<file path="src/rtl/rem_seq_ctrl.sv">
// rem_seq_ctrl: sequential sign-magnitude divider; a restoring shift-subtract loop
// retires one quotient bit per cycle, with a valid/ready handshake on both sides.
module rem_seq_ctrl #(
    parameter int W = 3
) (
    input  logic         clk,
    input  logic         rst,
    input  logic         start_valid,
    output logic         start_ready,
    input  logic [W-1:0] op_a,
    input  logic [W-1:0] op_b,
    output logic         res_valid,
    input  logic         res_ready,
    output logic [W:0]   rem_out,
    output logic [W:0]   quo_out,
    output logic         negF,
    output logic         zerF,
    output logic         DZF,
    output logic         busy
);
    localparam int M = W - 1;
    localparam int CW = (M > 1) ? $clog2(M) : 1;

    typedef enum logic [1:0] {IDLE, LOAD, ITER, DONE} state_t;

    state_t state, stateNext;
    logic [W-1:0] aReg, bReg;
    logic [M-1:0] partRem, quoShift, partRemNext, quoShiftNext;
    logic [CW-1:0] cnt;
    logic [M:0] shifted;
    logic quoBit, remSign, quoSign, divZero;

    // The quotient register starts as the dividend and shifts its bits out MSB first.
    always_comb begin
        divZero = bReg[M-1:0] == '0;
        shifted = {partRem, quoShift[M-1]};
        quoBit = shifted >= {1'b0, bReg[M-1:0]};
        partRemNext = quoBit ? M'(shifted - {1'b0, bReg[M-1:0]}) : shifted[M-1:0];
        quoShiftNext = M'({quoShift, quoBit});
        remSign = aReg[W-1] && partRemNext != '0;
        quoSign = (aReg[W-1] ^ bReg[W-1]) && quoShiftNext != '0;
    end

    always_comb begin
        stateNext = state;
        case (state)
            IDLE: stateNext = start_valid ? LOAD : IDLE;
            LOAD: stateNext = divZero ? DONE : ITER;
            ITER: stateNext = (cnt == '0) ? DONE : ITER;
            DONE: stateNext = res_ready ? IDLE : DONE;
            default: stateNext = IDLE;
        endcase
    end

    always_ff @(posedge clk or posedge rst) begin
        if (rst) state <= IDLE;
        else state <= stateNext;
    end

    always_ff @(posedge clk or posedge rst) begin
        if (rst) begin
            aReg <= '0;
            bReg <= '0;
            partRem <= '0;
            quoShift <= '0;
            cnt <= '0;
            rem_out <= '0;
            quo_out <= '0;
            zerF <= 1'b0;
            DZF <= 1'b0;
        end else begin
            case (state)
                IDLE: begin
                    if (start_valid) begin
                        aReg <= op_a;
                        bReg <= op_b;
                    end
                end
                LOAD: begin
                    partRem <= '0;
                    quoShift <= aReg[M-1:0];
                    cnt <= CW'(M - 1);
                    if (divZero) begin
                        rem_out <= '0;
                        quo_out <= '0;
                        zerF <= 1'b1;
                        DZF <= 1'b1;
                    end
                end
                ITER: begin
                    partRem <= partRemNext;
                    quoShift <= quoShiftNext;
                    cnt <= cnt - 1'b1;
                    if (cnt == '0) begin
                        rem_out <= {remSign, 1'b0, partRemNext};
                        quo_out <= {quoSign, 1'b0, quoShiftNext};
                        zerF <= partRemNext == '0;
                        DZF <= 1'b0;
                    end
                end
                default: ;
            endcase
        end
    end

    assign start_ready = state == IDLE;
    assign busy = state != IDLE;
    assign res_valid = state == DONE;
    assign negF = rem_out[W];
endmodule

</file>
<file path="config.mk">
export PLATFORM = sky130hd
export DESIGN_NAME = rem_seq_ctrl
export DESIGN_NICKNAME = d
export VERILOG_FILES = /design/src/rtl/rem_seq_ctrl.sv
export SDC_FILE = /design/constraint.sdc
export NUM_CORES = 1
export LEC_CHECK = 0
export BUFFER_PORTS_ARGS = -buffer_cell sky130_fd_sc_hd__buf_2
export CAP_MARGIN = 30
export CORE_UTILIZATION = 38
export DETAILED_ROUTE_END_ITERATION = 8
export GPL_TIMING_DRIVEN = 0
export SETUP_SLACK_MARGIN = 0.4
export SKIP_LAST_GASP = 1
export SYNTH_ARGS = -nofsm -noshare
export SYNTH_HDL_FRONTEND = slang
export SYNTH_SLANG_ARGS = --single-unit
</file>
<file path="constraint.sdc">
create_clock -name clk -period 5.52 [get_ports clk]
set_input_delay 0.276 -clock clk [delete_from_list [all_inputs] [get_ports clk]]
set_output_delay 0.276 -clock clk [all_outputs]
set_load 0.1 [all_outputs]
</file>
==> metrics, run 1 <==
TritonCTS clock tree built; total count of hold-check failures in the final report 0; post-synthesis sequential area ratio 48.89%; simple-gate share of the synthesized area 8.615%; effective utilization at floorplan 41.86%; required time of the worst setup path 5.71 ns; DR top layer met4; count of state elements after synthesis 21; CTS Hold Bufs 0; worst-case clock skew 0.005254 ns; Worst-Skew Late Latency 0.30 ns; adder-cell share of the synthesized area 6.985%; count of standard-cell rows 18; remaining routing DRC violations 0; met3 wire length 68 um; total global routing overflow 0; Die Area 3045 um^2; count leader, synth sky130_fd_sc_hd__dfrtp_1; dominant synthesized flop cell sky130_fd_sc_hd__dfrtp_1; Critical-path top delay cell sky130_fd_sc_hd__dfrtp_1; Storage cell area 525.5 um^2; share of the clock period used by the worst path 34.02%; drt pass-1 iters 4; number of antenna repair diodes 0; maximum number of pins on one net before global-route repair 22; final wirelength 1.838 mm; startpoint of the most critical register-to-register path bReg[0]; count of non-filler cells in the finished layout 154; Cell variety after synth 26; dominant combinational cell family by area after synthesis compound AO/OA/AOI/OAI gates; Die Height 55.18 um; Data arrival, critical path 2.07 ns; total of warnings raised by yosys 0; detail-routed via count per cell 4.987; mean area per synthesized cell 10.97 um^2; core footprint 2567 um^2; max-slew violation count 0; area growth from synthesis to layout 16.07%; crit path from bReg[0]; count of flip-flops with a built-in enable after synthesis 0; outcome finished clean; postcts setup bufs 0; initial antenna violation count 0; Finish-stage setup viols 0; post-cts resize count 0; detailed placer's ending HPWL 1.433 mm; slew at the pin closest to its max-slew limit 0.7894 ns; fraction of final layout cells sized beyond drive strength 1 33.87%; via count of the first global-routing pass 701; RSZ-0062 raised after global routing false; crit-path most repeated cell sky130_fd_sc_hd__mux2_4; filler cell count 258; top fanout value on the critical path 4; CTS Buffer Depth 2; Starting DRT DRC Count 19; number of placed instances with taps included 150; xor/xnor share of the synthesized area 0.8149%; wire length per cell after detailed routing 11.94 um; wire length of the first global-routing pass 3.029 mm; clock sink total 21; crit path capture quoShift[0]; multi-input combinational cell area 489.2 um^2; number of buffers created by CTS 3; Final ANT Viol Nets 0; port bufs 21; clock root buffer sky130_fd_sc_hd__clkbuf_4; net count of the finished layout 141; netlist area before placement 1075 um^2; total global routing track utilization 14.46%; routability-driven placement congestion ratio 0.7525; compound-gate portion of the synthesized area 15.13%; reg2reg setup slack 3.64 ns; final critical-path required period 1.878 ns; # Max-Cap Violations 0; amount of wire on met2 after detailed routing 895 um; achievable frequency 532.5 MHz; Synth top cells by count sky130_fd_sc_hd__dfrtp_1, sky130_fd_sc_hd__nand2_1, sky130_fd_sc_hd__mux2_2; clock slew seen by the registers of the worst setup and hold paths 0.11 ns; Async S/R FF share, synth 100.0%; M1 wire length 864 um; cell taking the most area after synthesis sky130_fd_sc_hd__dfrtp_1; mux share of post-synthesis cell area 13.27%; class of the most critical hold timing path in2async; R2R cell count 5; Total Negative Setup Slacks 0 ns; depth of the CTS H-tree 1; Slew Limit Headroom 47.31%; capture point of the worst reg-to-reg path quoShift[0]; via total after detailed routing 768; die extent in x 55.18 um; worst hold slack across all endpoints 0.09922 ns; max incr delay on CP 0.42 ns; number of instances in the synthesized netlist 98; Synth area leaders sky130_fd_sc_hd__dfrtp_1, sky130_fd_sc_hd__mux2_2, sky130_fd_sc_hd__ha_1; CP Capture Type flip-flop; cells traversed along the worst timing path ha_1, nand2b_4, a211o_1, mux2_4, mux2_4; critical path launch point type flip-flop; ports placed on the boundary 24; top cell type's share of synthesized area 48.89%; Crit Path Category reg2reg
cells by family after synthesis:
kind of cell,Yosys count
AOI/OAI and AO/OA,23
xor gates and xnor gates,1
adders and majority gates,6
buffers and inverters,14
DFF,21
muxes,12
other,1
and+or+nand+nor,20
stage by stage:
step                      area [um^2]  setup WS (ns)  utilization [%]
after global routing             1247          3.575            48.59
after CTS                        1247          3.638            48.59
after floorplan                  1079          3.245                -
after global placement           1221          3.687            47.56
final                            1247          3.642            48.59
after detailed placement         1221          3.657            47.56
critical path, delay by kind of cell (launching register included):
family / cells / cell delay (ns)
multiplexers: 2 / 0.51
flip-flops: 1 / 0.42
adder cells (fa/ha/maj): 1 / 0.34
AO/OA/AOI/OAI: 1 / 0.33
AND/OR/NAND/NOR: 1 / 0.17
sequential cells by signal (all words and copies together) (netlist names), 2 cells and up:
name	flops
aReg	3
bReg	3
quo_out	3
rem_out	3
partRem	2
quoShift	2
state	2
final cells by class:
cell class,count,share of cell area [%]
buffer,6,2.708
tap,30,3.009
sequential,21,42.13
inverter,8,2.407
clock buffer,4,2.106
timing repair buffer,21,8.425
multi-input combinational,64,39.22
worst min-delay path by stage:
stage	to	slack (ns)	cells after the start
after floorplan	DZF	0.25	1
after global placement	state[0]	0.46	2
after detailed placement	state[0]	0.47	2
after CTS	state[1]	0.13	2
after global routing	state[1]	0.17	2
final	state[1]	0.1	2
cells in the final DEF (no fill, tap or decap), drive strengths merged:
cell type	Yosys	final
a2111oi	2	2
a211o	1	1
a21oi	1	1
a221oi	1	1
a22o	1	1
a31oi	1	1
buf	3	24
clkbuf	3	7
conb	1	2
dfrtp	21	21
ha	6	6
inv	8	8
mux2	12	12
nand2	11	11
nand2b	3	3
nor2	5	5
nor2b	1	1
o211ai	3	3
o21ai	10	10
o22ai	1	1
o2bb2ai	1	1
o31ai	1	1
xor2	1	1
per-layer routing:
metal | GRT usage, % | vias up
met1 | 18.78 | 370
met2 | 22.29 | 10
met5 | 0 | -
li1 | - | 386
met4 | 3.750 | 0
met3 | 5.738 | 2
Power of run 1 is not shown: default switching activity piles up to over one toggle a cycle in this logic, so the estimate is an artifact.
==> inputs of run 2 (changes only) <==
==> constraint.sdc (replaced) <==
create_clock -name clk -period 1.65 [get_ports clk]
set_input_delay 0.0825 -clock clk [delete_from_list [all_inputs] [get_ports clk]]
set_output_delay 0.0825 -clock clk [all_outputs]
set_load 0.1 [all_outputs]
==> metrics, run 2 (synthesized netlist as in run 1, its figures left out) <==
number of placed instances with taps included 150; net count of the finished layout 159; Die Area 3045 um^2; violations in the final reports setup timing; final wirelength 2.403 mm; required time of the worst setup path 1.86 ns; clock root buffer sky130_fd_sc_hd__clkbuf_4; Final ANT Viol Nets 0; maximum number of pins on one net before global-route repair 22; minimum setup slack in the final design -0.09374 ns; most frequent cells in the layout sky130_fd_sc_hd__dfrtp_1, sky130_fd_sc_hd__buf_2, sky130_fd_sc_hd__buf_4; Worst-Skew Late Latency 0.31 ns; # Max-Cap Violations 0; number of antenna repair diodes 0; ports placed on the boundary 24; wire length per cell after detailed routing 13.97 um; Starting DRT DRC Count 15; CTS Buffer Depth 2; die extent in x 55.18 um; filler cell count 205; via count of the first global-routing pass 845; Finish-stage setup viols 7; CP Capture Type flip-flop; fraction of final layout cells sized beyond drive strength 1 53.52%; clock sink total 21; multi-input combinational cell area 638.1 um^2; depth of the CTS H-tree 1; Storage cell area 529.3 um^2; port bufs 21; Die Height 55.18 um; final critical-path required period 1.744 ns; via total after detailed routing 878; Critical-path top delay cell sky130_fd_sc_hd__dfrtp_1; outcome finished with violations; detailed placer's ending HPWL 1.479 mm; effective utilization at floorplan 41.86%; count of standard-cell rows 18; class of the most critical hold timing path in2reg; critical path launch point type flip-flop; most frequent standard cell in the layout excluding fill and tap cells sky130_fd_sc_hd__dfrtp_1; total count of hold-check failures in the final report 0; max-slew violation count 0; initial antenna violation count 0; worst-case clock skew 0.002438 ns; core footprint 2567 um^2; max incr delay on CP 0.45 ns; share of the clock period used by the worst path 105.7%; RSZ-0062 raised after global routing true; area growth from synthesis to layout 53.43%; cells traversed along the worst timing path ha_4, nand2b_4, a211o_1, mux2_4, mux2_4; clock slew seen by the registers of the worst setup and hold paths 0.12 ns; total global routing overflow 0; Slew Limit Headroom 45.41%; achievable frequency 573.5 MHz; total global routing track utilization 18.34%; count of non-filler cells in the finished layout 172; TritonCTS clock tree built; wire length of the first global-routing pass 3.781 mm; crit-path most repeated cell sky130_fd_sc_hd__mux2_4; remaining routing DRC violations 0; drt pass-1 iters 4; detail-routed via count per cell 5.105; Crit Path Category reg2reg; routability-driven placement congestion ratio 0.7344; top fanout value on the critical path 2; slew at the pin closest to its max-slew limit 0.8179 ns; Data arrival, critical path 1.95 ns; number of buffers created by CTS 3
-- run 2: layer usage --
| metal | wire length, um | track usage, % |
|---|---|---|
| met1 | 1043 | 21.92 |
| met3 | 112 | 4.098 |
| met2 | 1211 | 31.33 |
| met4 | 36 | 7.917 |
| met5 | 0 | 0 |
-- run 2: final cells by class --
type	count	share of cell area, %
Sequential cell	21	32.09
Multi-Input combinational cell	64	38.70
Buffer	6	3.035
Tap cell	30	2.276
Timing Repair Buffer	39	20.18
Clock buffer	4	1.593
Inverter	8	2.124
-- run 2: final timing paths --
path | start | end | slack [ns] | depth (start not counted)
hold reg to reg | quo_out[1] | quo_out[1] | 0.49 | 2
min in group asynchronous | rst | quo_out[0] | 0.46 | 3
setup reg to reg | bReg[0] | quoShift[0] | -0.09 | 5
setup / recovery | bReg[0] | quoShift[0] | -0.09 | 5
hold / removal | op_b[2] | bReg[2] | 0.008 | 2
max in group asynchronous | rst | state[1] | 0.63 | 3
-- run 2: repair_timing --
item                       CTS  global route
resized for setup           28            22
setup buffers               11             1
hold buffers                 6             0
hold endpoints to repair    26             0
pin swaps                    9             8
setup endpoints to repair   25            24
-- run 2: critical path: cells and delay by family, from the launching register on --
family | cells | cell delay [ns]
adders and majority gates | 1 | 0.24
AOI/OAI and AO/OA | 1 | 0.29
and+or+nand+nor | 1 | 0.15
muxes | 2 | 0.51
DFF | 1 | 0.45
-- run 2: metrics by stage --
stage	instance area (um^2)	hold WS, ns	setup TNS, ns	setup slack, ns	utilization, %
after floorplan	1132	0.05889	-0.3081	-0.08872	-
after global placement	1275	0.2748	-0.9501	-0.1655	49.66
after detailed placement	1275	0.2922	-1.055	-0.1844	49.66
after CTS	1572	0.01348	-0.5611	-0.1022	61.21
after global routing	1649	0.002507	-1.108	-0.1782	64.23
final	1649	0.007810	-0.5300	-0.09374	64.23
Power of run 2 is left out for the same reason.
